### config.mk
export PLATFORM = sky130hd
export DESIGN_NAME = ibuf_exec_unit_flat
export DESIGN_NICKNAME = d
export VERILOG_FILES = /design/src/rtl/ibuf_pkg.sv /design/src/rtl/ibuf_exec_unit_if.sv /design/src/rtl/ibuf_exec_unit.sv /design/src/flat_wrapper.sv
export SDC_FILE = /design/constraint.sdc
export NUM_CORES = 1
export LEC_CHECK = 0
export BUFFER_PORTS_ARGS = -buffer_cell sky130_fd_sc_hd__buf_4
export CAP_MARGIN = 0
export CORE_MARGIN = 5
export CORE_UTILIZATION = 47
export DETAILED_ROUTE_END_ITERATION = 8
export PLACE_DENSITY = 0.74
export SYNTH_ARGS = -nofsm -noshare
export SYNTH_HDL_FRONTEND = slang
export SYNTH_SLANG_ARGS = --single-unit
### constraint.sdc
create_clock -name clk -period 5 [get_ports clk]
set_input_delay 0.5 -clock clk [delete_from_list [all_inputs] [get_ports clk]]
set_output_delay 0.5 -clock clk [all_outputs]
set_load 0.03 [all_outputs]
### src/rtl/ibuf_pkg.sv
// Shared types for the level-2 instruction buffer and its execution-stage consumer.
package ibuf_pkg;
  localparam int DEF_INSTR_W = 32;

  typedef enum logic [1:0] {
    IDLE  = 2'd0,
    SHORT = 2'd1,
    LONG  = 2'd2
  } exec_state_t;
endpackage

### src/rtl/ibuf_exec_unit_if.sv
// Issue/retire bundle between the instruction buffer (master) and the execution stage (slave).
interface ibuf_exec_unit_if import ibuf_pkg::*; #(
  parameter int INSTR_W = DEF_INSTR_W,
  parameter int CNT_W   = 16
);
  logic               issue_valid;
  logic [INSTR_W-1:0] issue_instr;
  logic               issue_is_long;
  logic               exec_busy;
  logic               exec_will_free_next;
  logic               exec_can_accept;
  logic               retire_valid;
  logic [INSTR_W-1:0] retire_instr;
  logic [CNT_W-1:0]   retire_count;
  logic               issue_overrun;

  modport master (
    output issue_valid, issue_instr, issue_is_long,
    input  exec_busy, exec_will_free_next, exec_can_accept,
    input  retire_valid, retire_instr, retire_count, issue_overrun
  );

  modport slave (
    input  issue_valid, issue_instr, issue_is_long,
    output exec_busy, exec_will_free_next, exec_can_accept,
    output retire_valid, retire_instr, retire_count, issue_overrun
  );
endinterface

### src/rtl/ibuf_exec_unit.sv
// Execution stage holding one instruction for 1 (short) or LONG_LAT (long) cycles, retire pulse one edge later.
// Backpressure: exec_can_accept comes only from registered state; issues arriving while it is low are dropped and flagged.
module ibuf_exec_unit import ibuf_pkg::*; #(
  parameter int INSTR_W  = DEF_INSTR_W,
  parameter int LONG_LAT = 4,
  parameter int CNT_W    = 16
) (
  input logic             clk,
  input logic             reset,
  ibuf_exec_unit_if.slave bus
);
  localparam int REM_W = $clog2(LONG_LAT + 1);

  generate
    if (LONG_LAT < 2 || LONG_LAT > 15) begin : g_bad_long_lat
      $error("ibuf_exec_unit: LONG_LAT must be within 2..15");
    end
  endgenerate

  exec_state_t        state_q, state_d;
  logic [REM_W-1:0]   rem_q, rem_d;
  logic [INSTR_W-1:0] cur_instr;
  logic               retire_valid_q;
  logic [INSTR_W-1:0] retire_instr_q;
  logic [CNT_W-1:0]   retire_count_q;
  logic               overrun_q;

  logic busy, will_free, can_accept, accept;

  // Kept free of any issue_* term so the buffer's pop logic sees no combinational loop.
  assign busy       = (state_q != IDLE);
  assign will_free  = busy && (rem_q == REM_W'(1));
  assign can_accept = ~busy | will_free;
  assign accept     = bus.issue_valid & can_accept;

  always_comb begin
    state_d = state_q;
    rem_d   = rem_q;
    if (busy) begin
      rem_d = rem_q - REM_W'(1);
      if (will_free) state_d = IDLE;
    end
    // A new accept overrides the return to IDLE, giving gap-free back-to-back occupancy.
    if (accept) begin
      if (bus.issue_is_long) begin
        state_d = LONG;
        rem_d   = REM_W'(LONG_LAT);
      end else begin
        state_d = SHORT;
        rem_d   = REM_W'(1);
      end
    end
  end

  always_ff @(posedge clk) begin
    if (reset) begin
      state_q        <= IDLE;
      rem_q          <= '0;
      cur_instr      <= '0;
      retire_valid_q <= 1'b0;
      retire_instr_q <= '0;
      retire_count_q <= '0;
      overrun_q      <= 1'b0;
    end else begin
      state_q        <= state_d;
      rem_q          <= rem_d;
      retire_valid_q <= will_free;
      if (accept) cur_instr <= bus.issue_instr;
      if (will_free) begin
        retire_instr_q <= cur_instr;
        retire_count_q <= retire_count_q + CNT_W'(1);
      end
      if (bus.issue_valid && !can_accept) overrun_q <= 1'b1;
    end
  end

  assign bus.exec_busy           = busy;
  assign bus.exec_will_free_next = will_free;
  assign bus.exec_can_accept     = can_accept;
  assign bus.retire_valid        = retire_valid_q;
  assign bus.retire_instr        = retire_instr_q;
  assign bus.retire_count        = retire_count_q;
  assign bus.issue_overrun       = overrun_q;
endmodule

### src/flat_wrapper.sv
// flat-port wrapper written by rule: the top's interface ports become plain ports
module ibuf_exec_unit_flat import ibuf_pkg::*;
#(
  parameter int INSTR_W  = DEF_INSTR_W,
  parameter int LONG_LAT = 4,
  parameter int CNT_W    = 16
)
  (clk, reset, bus_issue_valid, bus_issue_instr, bus_issue_is_long, bus_exec_busy, bus_exec_will_free_next, bus_exec_can_accept, bus_retire_valid, bus_retire_instr, bus_retire_count, bus_issue_overrun);
  ibuf_exec_unit_if #(.INSTR_W(INSTR_W), .CNT_W(CNT_W)) bus_i ();
  input logic clk;
  input logic reset;
  input wire logic [$bits(bus_i.issue_valid)-1:0] bus_issue_valid;
  input wire logic [$bits(bus_i.issue_instr)-1:0] bus_issue_instr;
  input wire logic [$bits(bus_i.issue_is_long)-1:0] bus_issue_is_long;
  output wire logic [$bits(bus_i.exec_busy)-1:0] bus_exec_busy;
  output wire logic [$bits(bus_i.exec_will_free_next)-1:0] bus_exec_will_free_next;
  output wire logic [$bits(bus_i.exec_can_accept)-1:0] bus_exec_can_accept;
  output wire logic [$bits(bus_i.retire_valid)-1:0] bus_retire_valid;
  output wire logic [$bits(bus_i.retire_instr)-1:0] bus_retire_instr;
  output wire logic [$bits(bus_i.retire_count)-1:0] bus_retire_count;
  output wire logic [$bits(bus_i.issue_overrun)-1:0] bus_issue_overrun;
  assign bus_i.issue_valid = bus_issue_valid;
  assign bus_i.issue_instr = bus_issue_instr;
  assign bus_i.issue_is_long = bus_issue_is_long;
  assign bus_exec_busy = bus_i.exec_busy;
  assign bus_exec_will_free_next = bus_i.exec_will_free_next;
  assign bus_exec_can_accept = bus_i.exec_can_accept;
  assign bus_retire_valid = bus_i.retire_valid;
  assign bus_retire_instr = bus_i.retire_instr;
  assign bus_retire_count = bus_i.retire_count;
  assign bus_issue_overrun = bus_i.issue_overrun;
  ibuf_exec_unit #(.INSTR_W(INSTR_W), .LONG_LAT(LONG_LAT), .CNT_W(CNT_W)) u_core (.clk(clk), .reset(reset), .bus(bus_i));
endmodule
==> results.sh, run 1 <==
export IMPL_clock_sinks=87
export IMPL_synth_nets=442
export IMPL_period_needed_ps=2796
export IMPL_grt_pass1_wl_um=12450
export IMPL_grt_util_all_layers_pct=17.76
export IMPL_cts_setup_buffers=0
export IMPL_port_buffers=88
export IMPL_max_freq_mhz=357.7
export IMPL_cts_tree="yes"
export IMPL_vias=2944
export IMPL_maxCapViolCount=0
export IMPL_ctsResizeCount=0
export IMPL_totalWireLength_um=7482
export IMPL_core_area_um2=6794
export IMPL_gp_congestion=0.8039
export IMPL_synth_seq_area_share_pct=53.15
export IMPL_post_route_drc_count=0
export IMPL_cellPowerDensity_nw_per_um2=322.3
export IMPL_finClkSkew_ps=8.847
export IMPL_setup_viol=0
export IMPL_drt_wirelength_per_cell_um=12.90
export IMPL_cpMaxStageDelayCell="inv_2"
export IMPL_rows=30
export IMPL_cts_root_buffer="clkbuf_8"
export IMPL_worstPathMaxFanout=35
export IMPL_crit_buf_inv=2
export IMPL_grt_overflow_total=0
export IMPL_critPathTopFamily="buffers and inverters"
export IMPL_postSynthCellCount=403
export IMPL_cts_made_buffers=9
export IMPL_whs_ps=392.1
export IMPL_fill_cells=617
export IMPL_die_h_um=93.50
export IMPL_slew_headroom_pct=39.35
export IMPL_grt_max_degree=89
export IMPL_drtAntennaViolNets=0
export IMPL_start_util_pct=48.23
export IMPL_ctsLongestPathBuffers=2
export IMPL_avgSynthCellArea_um2=8.131
export IMPL_path_class="reg -> out"
export IMPL_endpoint_kind="output pin"
export IMPL_place_inst=564
export IMPL_dp_hpwl_um=4860
export IMPL_grt_pass1_vias=2766
export IMPL_clk_pin_slew_ps=90
export IMPL_hold_viol_final=0
export IMPL_p_leak_nw=1.621
export IMPL_worst_pin_slew_ps=907.4
export IMPL_worstPathArrival_ps=2300
export IMPL_mostFrequentLayoutCell="nand2_1"
export IMPL_antenna_found_initial=0
export IMPL_slew_violations=0
export IMPL_layout_common_cells="nand2_1 (137), buf_4 (90), dfxtp_1 (87)"
export IMPL_drt_pass1_iter_count=4
export IMPL_yosysTopAreaCell="dfxtp_1"
export IMPL_finalNonFillerCells=580
export IMPL_clk_latency_ps=350
export IMPL_netlist_area_um2=3277
export IMPL_postCtsHoldBufs=0
export IMPL_synth_seq_cells=87
export IMPL_worstPathRequired_ps=4500
export IMPL_yosysUniqueCellTypes=37
export IMPL_worstPathCellList="ha_1 -> nor2b_2 -> nand2_1 -> inv_2 -> buf_4"
export IMPL_first_iter_violations=137
export IMPL_grt_setup_unrepaired="no"
export IMPL_finalSetupTns_ps=0
export IMPL_fp_dieW_um=93.50
export IMPL_htreeDepth=3
export IMPL_drt_vias_per_instance=5.076
export IMPL_die_area_um2=8742
export IMPL_start_kind="flip-flop"
export IMPL_diodes=0
export IMPL_hold_path_class="in -> reg"
export IMPL_yosysWarnings=0
export IMPL_final_layout_size_suffix_gt1_share_pct=24.38
export IMPL_ys_top_cells_by_area="dfxtp_1 (53%), nand2_1 (16%), a21oi_1 (12%), clkbuf_1 (1.6%), buf_2 (1.5%)"
export IMPL_critPathMaxStageDelay_ps=490
export IMPL_ir_drop_uv=174.9
export IMPL_io_pins=89
export IMPL_status="completed"
export IMPL_power_mw=1.334
export IMPL_final_nets=518
export IMPL_areaGrowthSynthToFinish_pct=26.31
export IMPL_post_route_period_util_pct=55.91
export IMPL_synth_top_area_share_pct=53.15
-- state kept, by name, indices dropped and copies added (netlist names) --
name	flops
u_core.bus.retire_count	16
u_core.bus.retire_valid	1
u_core.rem_q	3
u_core.cur_instr	32
u_core.bus.retire_instr	32
u_core.state_q	2
u_core.bus.issue_overrun	1
-- where the power goes --
part | switching [mW] | internal, mW
sequential | 0.0163 | 0.722
combinational | 0.105 | 0.0598
clock | 0.248 | 0.182
-- cell type report --
cell class              instances  area [µm²]  share of cell area [%]
well taps                      96       120.1                   2.902
repair buffers                 90       675.6                   16.32
multi-input cells             284        1403                   33.89
clock buffers                  10       127.6                   3.083
inverters                       7       26.28                  0.6348
flip-flops and latches         87        1742                   42.08
clock inverters                 6       45.04                   1.088
-- metal layers --
metal | global-route usage [%] | vias to the layer above | wire length, µm
met2 | 29.30 | 77 | 3558
met1 | 21.90 | 1368 | 3361
met3 | 4.586 | 12 | 432
met4 | 7.448 | 0 | 129
li1 | - | 1487 | -
met5 | 0 | - | 0
-- cells by family after synthesis --
logic type	Yosys count	synth area share, %
flip-flops	87	53.15
multiplexers	1	0.3436
AND/OR/NAND/NOR	176	23.44
buffers and inverters	32	4.277
XOR/XNOR	6	1.604
adder cells (fa/ha/maj)	3	1.146
AO/OA/AOI/OAI	98	16.04
-- through the flow --
stage                     util (%)  area (µm²)  setup WS [ps]
final                        60.92        4139           2204
after global routing         60.92        4139           2015
after CTS                    60.92        4139           2188
after detailed placement     58.38        3966           2576
after global placement       58.38        3966           2660
after floorplan                  -        3277           3175
-- cell usage after synthesis --
| library cell | n |
|---|---|
| and2_1 | 1 |
| inv_1 | 5 |
| o21ai_2 | 1 |
| and4_4 | 1 |
| nand2_2 | 1 |
| buf_6 | 1 |
| o31ai_1 | 4 |
| buf_2 | 10 |
| nor2b_1 | 1 |
| nand4_1 | 5 |
| o22a_1 | 1 |
| clkbuf_1 | 14 |
| inv_2 | 2 |
| or4_1 | 4 |
| xor2_1 | 5 |
| nor4_1 | 1 |
| a32oi_1 | 1 |
| and2_2 | 1 |
| a211oi_1 | 1 |
| dfxtp_1 | 87 |
| or3_1 | 4 |
| ha_1 | 3 |
| nand2_1 | 137 |
| xnor2_1 | 1 |
| nand3_2 | 3 |
| a31oi_1 | 2 |
| a21boi_2 | 1 |
| o211ai_1 | 1 |
| and3_2 | 1 |
| nor2_1 | 12 |
| a21oi_1 | 79 |
| o21ai_0 | 7 |
| nand3_4 | 1 |
| nand2b_1 | 1 |
| mux2_1 | 1 |
| and4_1 | 1 |
| nor2b_2 | 1 |
-- tightest hold or removal path, cell delays in order --
cell     delay [ps]
buf_4           110
nand2_1          50
a21oi_1          50
-- worst paths after layout --
path | endpoint | from | cells past startpoint | slack (ps)
worst max register to register | u_core.bus.retire_count[0]$_SDFFE_PP0P_ | u_core.rem_q[0]$_SDFFE_PP0P_ | 6 | 2950
worst min register to register | u_core.bus.retire_instr[21]$_SDFFE_PP0P_ | u_core.cur_instr[21]$_SDFFE_PP0P_ | 2 | 450
worst max-delay path | bus_exec_will_free_next | u_core.rem_q[0]$_SDFFE_PP0P_ | 5 | 2200
worst min-delay path | u_core.cur_instr[23]$_SDFFE_PP0P_ | bus_issue_instr[23] | 3 | 390
No activity file was read; power rests on OpenSTA's default activity.
==> run 2: changes to the inputs <==
- ABC_AREA: not set -> 1
- PLACE_DENSITY: 0.74 -> 0.76
- clock period: 5 -> 2.38 ns (I/O delays scaled with it)
==> run 2 against run 1 <==
  * Global-route usage about the same
  * Final area increased by 4.0%
  * Worst setup slack got worse by 1600 ps
  * Die area increased by 3.5%
  * Critical endpoint unchanged
  * Synthesized cell count increased by 10%
  * Core utilization decreased by 0.59 points
  * Synthesized area increased by 3.9%
  * Combinational power increased to 3.3 times the previous value
  * Critical path type unchanged
  * Via count increased by 2.9%
==> results.sh, run 2 <==
export IMPL_die_area_um2=9046
export IMPL_finalSetupTns_ps=0
export IMPL_power_mw=3.320
export IMPL_drt_wirelength_per_cell_um=12.14
export IMPL_fp_dieW_um=95.11
export IMPL_p_leak_nw=1.883
export IMPL_dp_slack_ps=740.8
export IMPL_vias=3028
export IMPL_final_nets=565
export IMPL_avgSynthCellArea_um2=7.651
export IMPL_gp_congestion=0.8419
export IMPL_yosysMostFrequentCell="nor2_1"
export IMPL_areaGrowthSynthToFinish_pct=26.46
export IMPL_mostFrequentLayoutCell="nor2_1"
export IMPL_postCtsHoldBufs=0
export IMPL_hold_viol_final=0
export IMPL_clock_sinks=87
export IMPL_rr_startpoint="u_core.rem_q[1]$_SDFFE_PP0P_"
export IMPL_drt_pass1_iter_count=4
export IMPL_grt_util_all_layers_pct=17.81
export IMPL_crit_end="bus_exec_will_free_next"
export IMPL_whs_ps=100.9
export IMPL_totalWireLength_um=7650
export IMPL_grt_pass1_vias=2852
export IMPL_first_iter_violations=157
export IMPL_period_needed_ps=1742
export IMPL_post_route_drc_count=0
export IMPL_status="completed"
export IMPL_synth_nets=484
export IMPL_yosysWarnings=0
export IMPL_synth_seq_area_share_pct=51.16
export IMPL_fin_area_um2=4305
export IMPL_hold_path_class="in -> reg"
export IMPL_drt_vias_per_instance=4.806
export IMPL_synthArstFlopShare_pct=0
export IMPL_placed_cell_area_um2=4075
export IMPL_grt_max_degree=36
export IMPL_place_inst=614
export IMPL_synth_top_area_share_pct=51.16
export IMPL_yosysTopAreaCell="dfxtp_1"
export IMPL_cpMaxStageDelayCell="dfxtp_1"
export IMPL_layout_setup_ws_ps=638.3
export IMPL_synth_edf_count=0
export IMPL_synth_commonest_cells="nor2_1 (161), dfxtp_1 (87), o21ai_0 (66)"
export IMPL_ctsLongestPathBuffers=2
export IMPL_finClkSkew_ps=8.794
export IMPL_antenna_found_initial=0
export IMPL_cellPowerDensity_nw_per_um2=771.2
export IMPL_worstPathMaxFanout=11
export IMPL_ys_top_cells_by_area="dfxtp_1 (51%), nor2_1 (18%), o21ai_0 (9.7%), nand2_1 (4.0%), inv_1 (2.2%)"
export IMPL_reg2reg_to="u_core.rem_q[2]$_SDFFE_PP0P_"
export IMPL_worstPathCellList="inv_1 -> ha_1 -> nand2_4 -> nor2_4 -> buf_4"
export IMPL_postSynthCellCount=445
export IMPL_dp_hpwl_um=5311
export IMPL_die_h_um=95.11
export IMPL_slew_headroom_pct=62.89
export IMPL_yosysUniqueCellTypes=30
export IMPL_cts_root_buffer="clkbuf_8"
export IMPL_maxCapViolCount=0
export IMPL_cts_setup_buffers=0
export IMPL_port_buffers=88
export IMPL_setup_viol=0
export IMPL_start_util_pct=47.70
export IMPL_critPathLaunch="u_core.rem_q[1]$_SDFFE_PP0P_"
export IMPL_htreeDepth=3
export IMPL_grt_pass1_wl_um=12630
export IMPL_slew_violations=0
export IMPL_path_class="reg -> out"
export IMPL_diodes=0
export IMPL_ir_drop_uv=378.3
export IMPL_worst_pin_slew_ps=554.7
export IMPL_grt_setup_unrepaired="no"
export IMPL_worstPathRequired_ps=2140
export IMPL_cts_made_buffers=9
export IMPL_core_area_um2=7137
export IMPL_clk_latency_ps=350
export IMPL_netlist_area_um2=3405
export IMPL_synth_flop_cell="dfxtp_1"
export IMPL_max_freq_mhz=574.2
export IMPL_synth_seq_cells=87
export IMPL_critPathMaxStageDelay_ps=320
export IMPL_r2r_cells=8
export IMPL_io_pins=89
export IMPL_drtAntennaViolNets=0
export IMPL_final_layout_size_suffix_gt1_share_pct=23.92
export IMPL_rows=31
export IMPL_endpoint_kind="output pin"
export IMPL_post_route_period_util_pct=73.18
export IMPL_finalNonFillerCells=630
export IMPL_start_kind="flip-flop"
export IMPL_ctsResizeCount=0
export IMPL_post_route_util_pct=60.33
export IMPL_clk_pin_slew_ps=90
export IMPL_cts_tree="yes"
export IMPL_layout_common_cells="nor2_1 (161), buf_4 (92), dfxtp_1 (87)"
export IMPL_grt_overflow_total=0
export IMPL_worstPathArrival_ps=1500
export IMPL_r2r_slack_ps=710
-- run 2: cell types whose count changed in the layout (fill, tap and decap cells not counted), moves of 3 or more --
| cell | delta |
|---|---|
| a21oi_1 | -71 |
| inv_1 | +15 |
| nand2_1 | -101 |
| nand2_4 | +3 |
| nand3_1 | +8 |
| nand4_1 | -3 |
| nor2_1 | +149 |
| o21ai_0 | +59 |
| o21ai_1 | +7 |
| o31ai_1 | -4 |
| or3_1 | -4 |
| or4_1 | -4 |
| xor2_1 | -4 |
-- run 2: worst max-delay path: cells and delay by family (launching register included) --
kind                       cells  cell delay (ps)
buffers and inverters          2              300
and+or+nand+nor                2              320
DFF                            1              320
adders and majority gates      1              210
-- run 2: cells by family (layout without fill, tap and decap cells) --
family	Yosys count	count (layout)	share of synthesized area [%]
and+or+nand+nor	223	223	27.71
xor gates and xnor gates	1	1	0.2573
AOI/OAI and AO/OA	85	85	12.83
DFF	87	87	51.16
buffers and inverters	46	132	6.945
adders and majority gates	3	3	1.103
-- run 2: final cells by class --
type                       instances  area, µm²
clock buffer                      10      137.6
clock inverter                     6      92.59
fill                             701       2831
inverter                          24      92.59
multi-input combinational        312       1426
sequential                        87       1742
tap                               99      123.9
timing repair buffer              92      690.7
-- run 2: how the worst min path moves through the flow --
stage | from | end | slack, ps | cells after the start
after floorplan | reset | u_core.state_q[0]$_SDFFE_PP0P_ | 310 | 1
after global placement | u_core.cur_instr[5]$_SDFFE_PP0P_ | u_core.cur_instr[5]$_SDFFE_PP0P_ | 460 | 2
after detailed placement | u_core.bus.issue_overrun$_SDFFE_PP0P_ | u_core.bus.issue_overrun$_SDFFE_PP0P_ | 460 | 1
after CTS | reset | u_core.state_q[0]$_SDFFE_PP0P_ | 90 | 2
after global routing | reset | u_core.state_q[0]$_SDFFE_PP0P_ | 90 | 2
final | reset | u_core.rem_q[1]$_SDFFE_PP0P_ | 100 | 2
-- run 2: report_power, final --
group | switching [mW] | internal, mW
logic | 0.337 | 0.203
clock network | 0.530 | 0.625
registers | 0.0583 | 1.57
total | 0.925 | 2.40
-- run 2: per-layer routing --
| metal | global-route usage (%) | part of all wire (%) | wire (µm) |
|---|---|---|---|
| met2 | 30.20 | 49 | 3758 |
| met5 | 0 | 0 | 0 |
| met1 | 20.67 | 43 | 3305 |
| met4 | 9.014 | 1.9 | 144 |
| met3 | 4.578 | 5.8 | 441 |
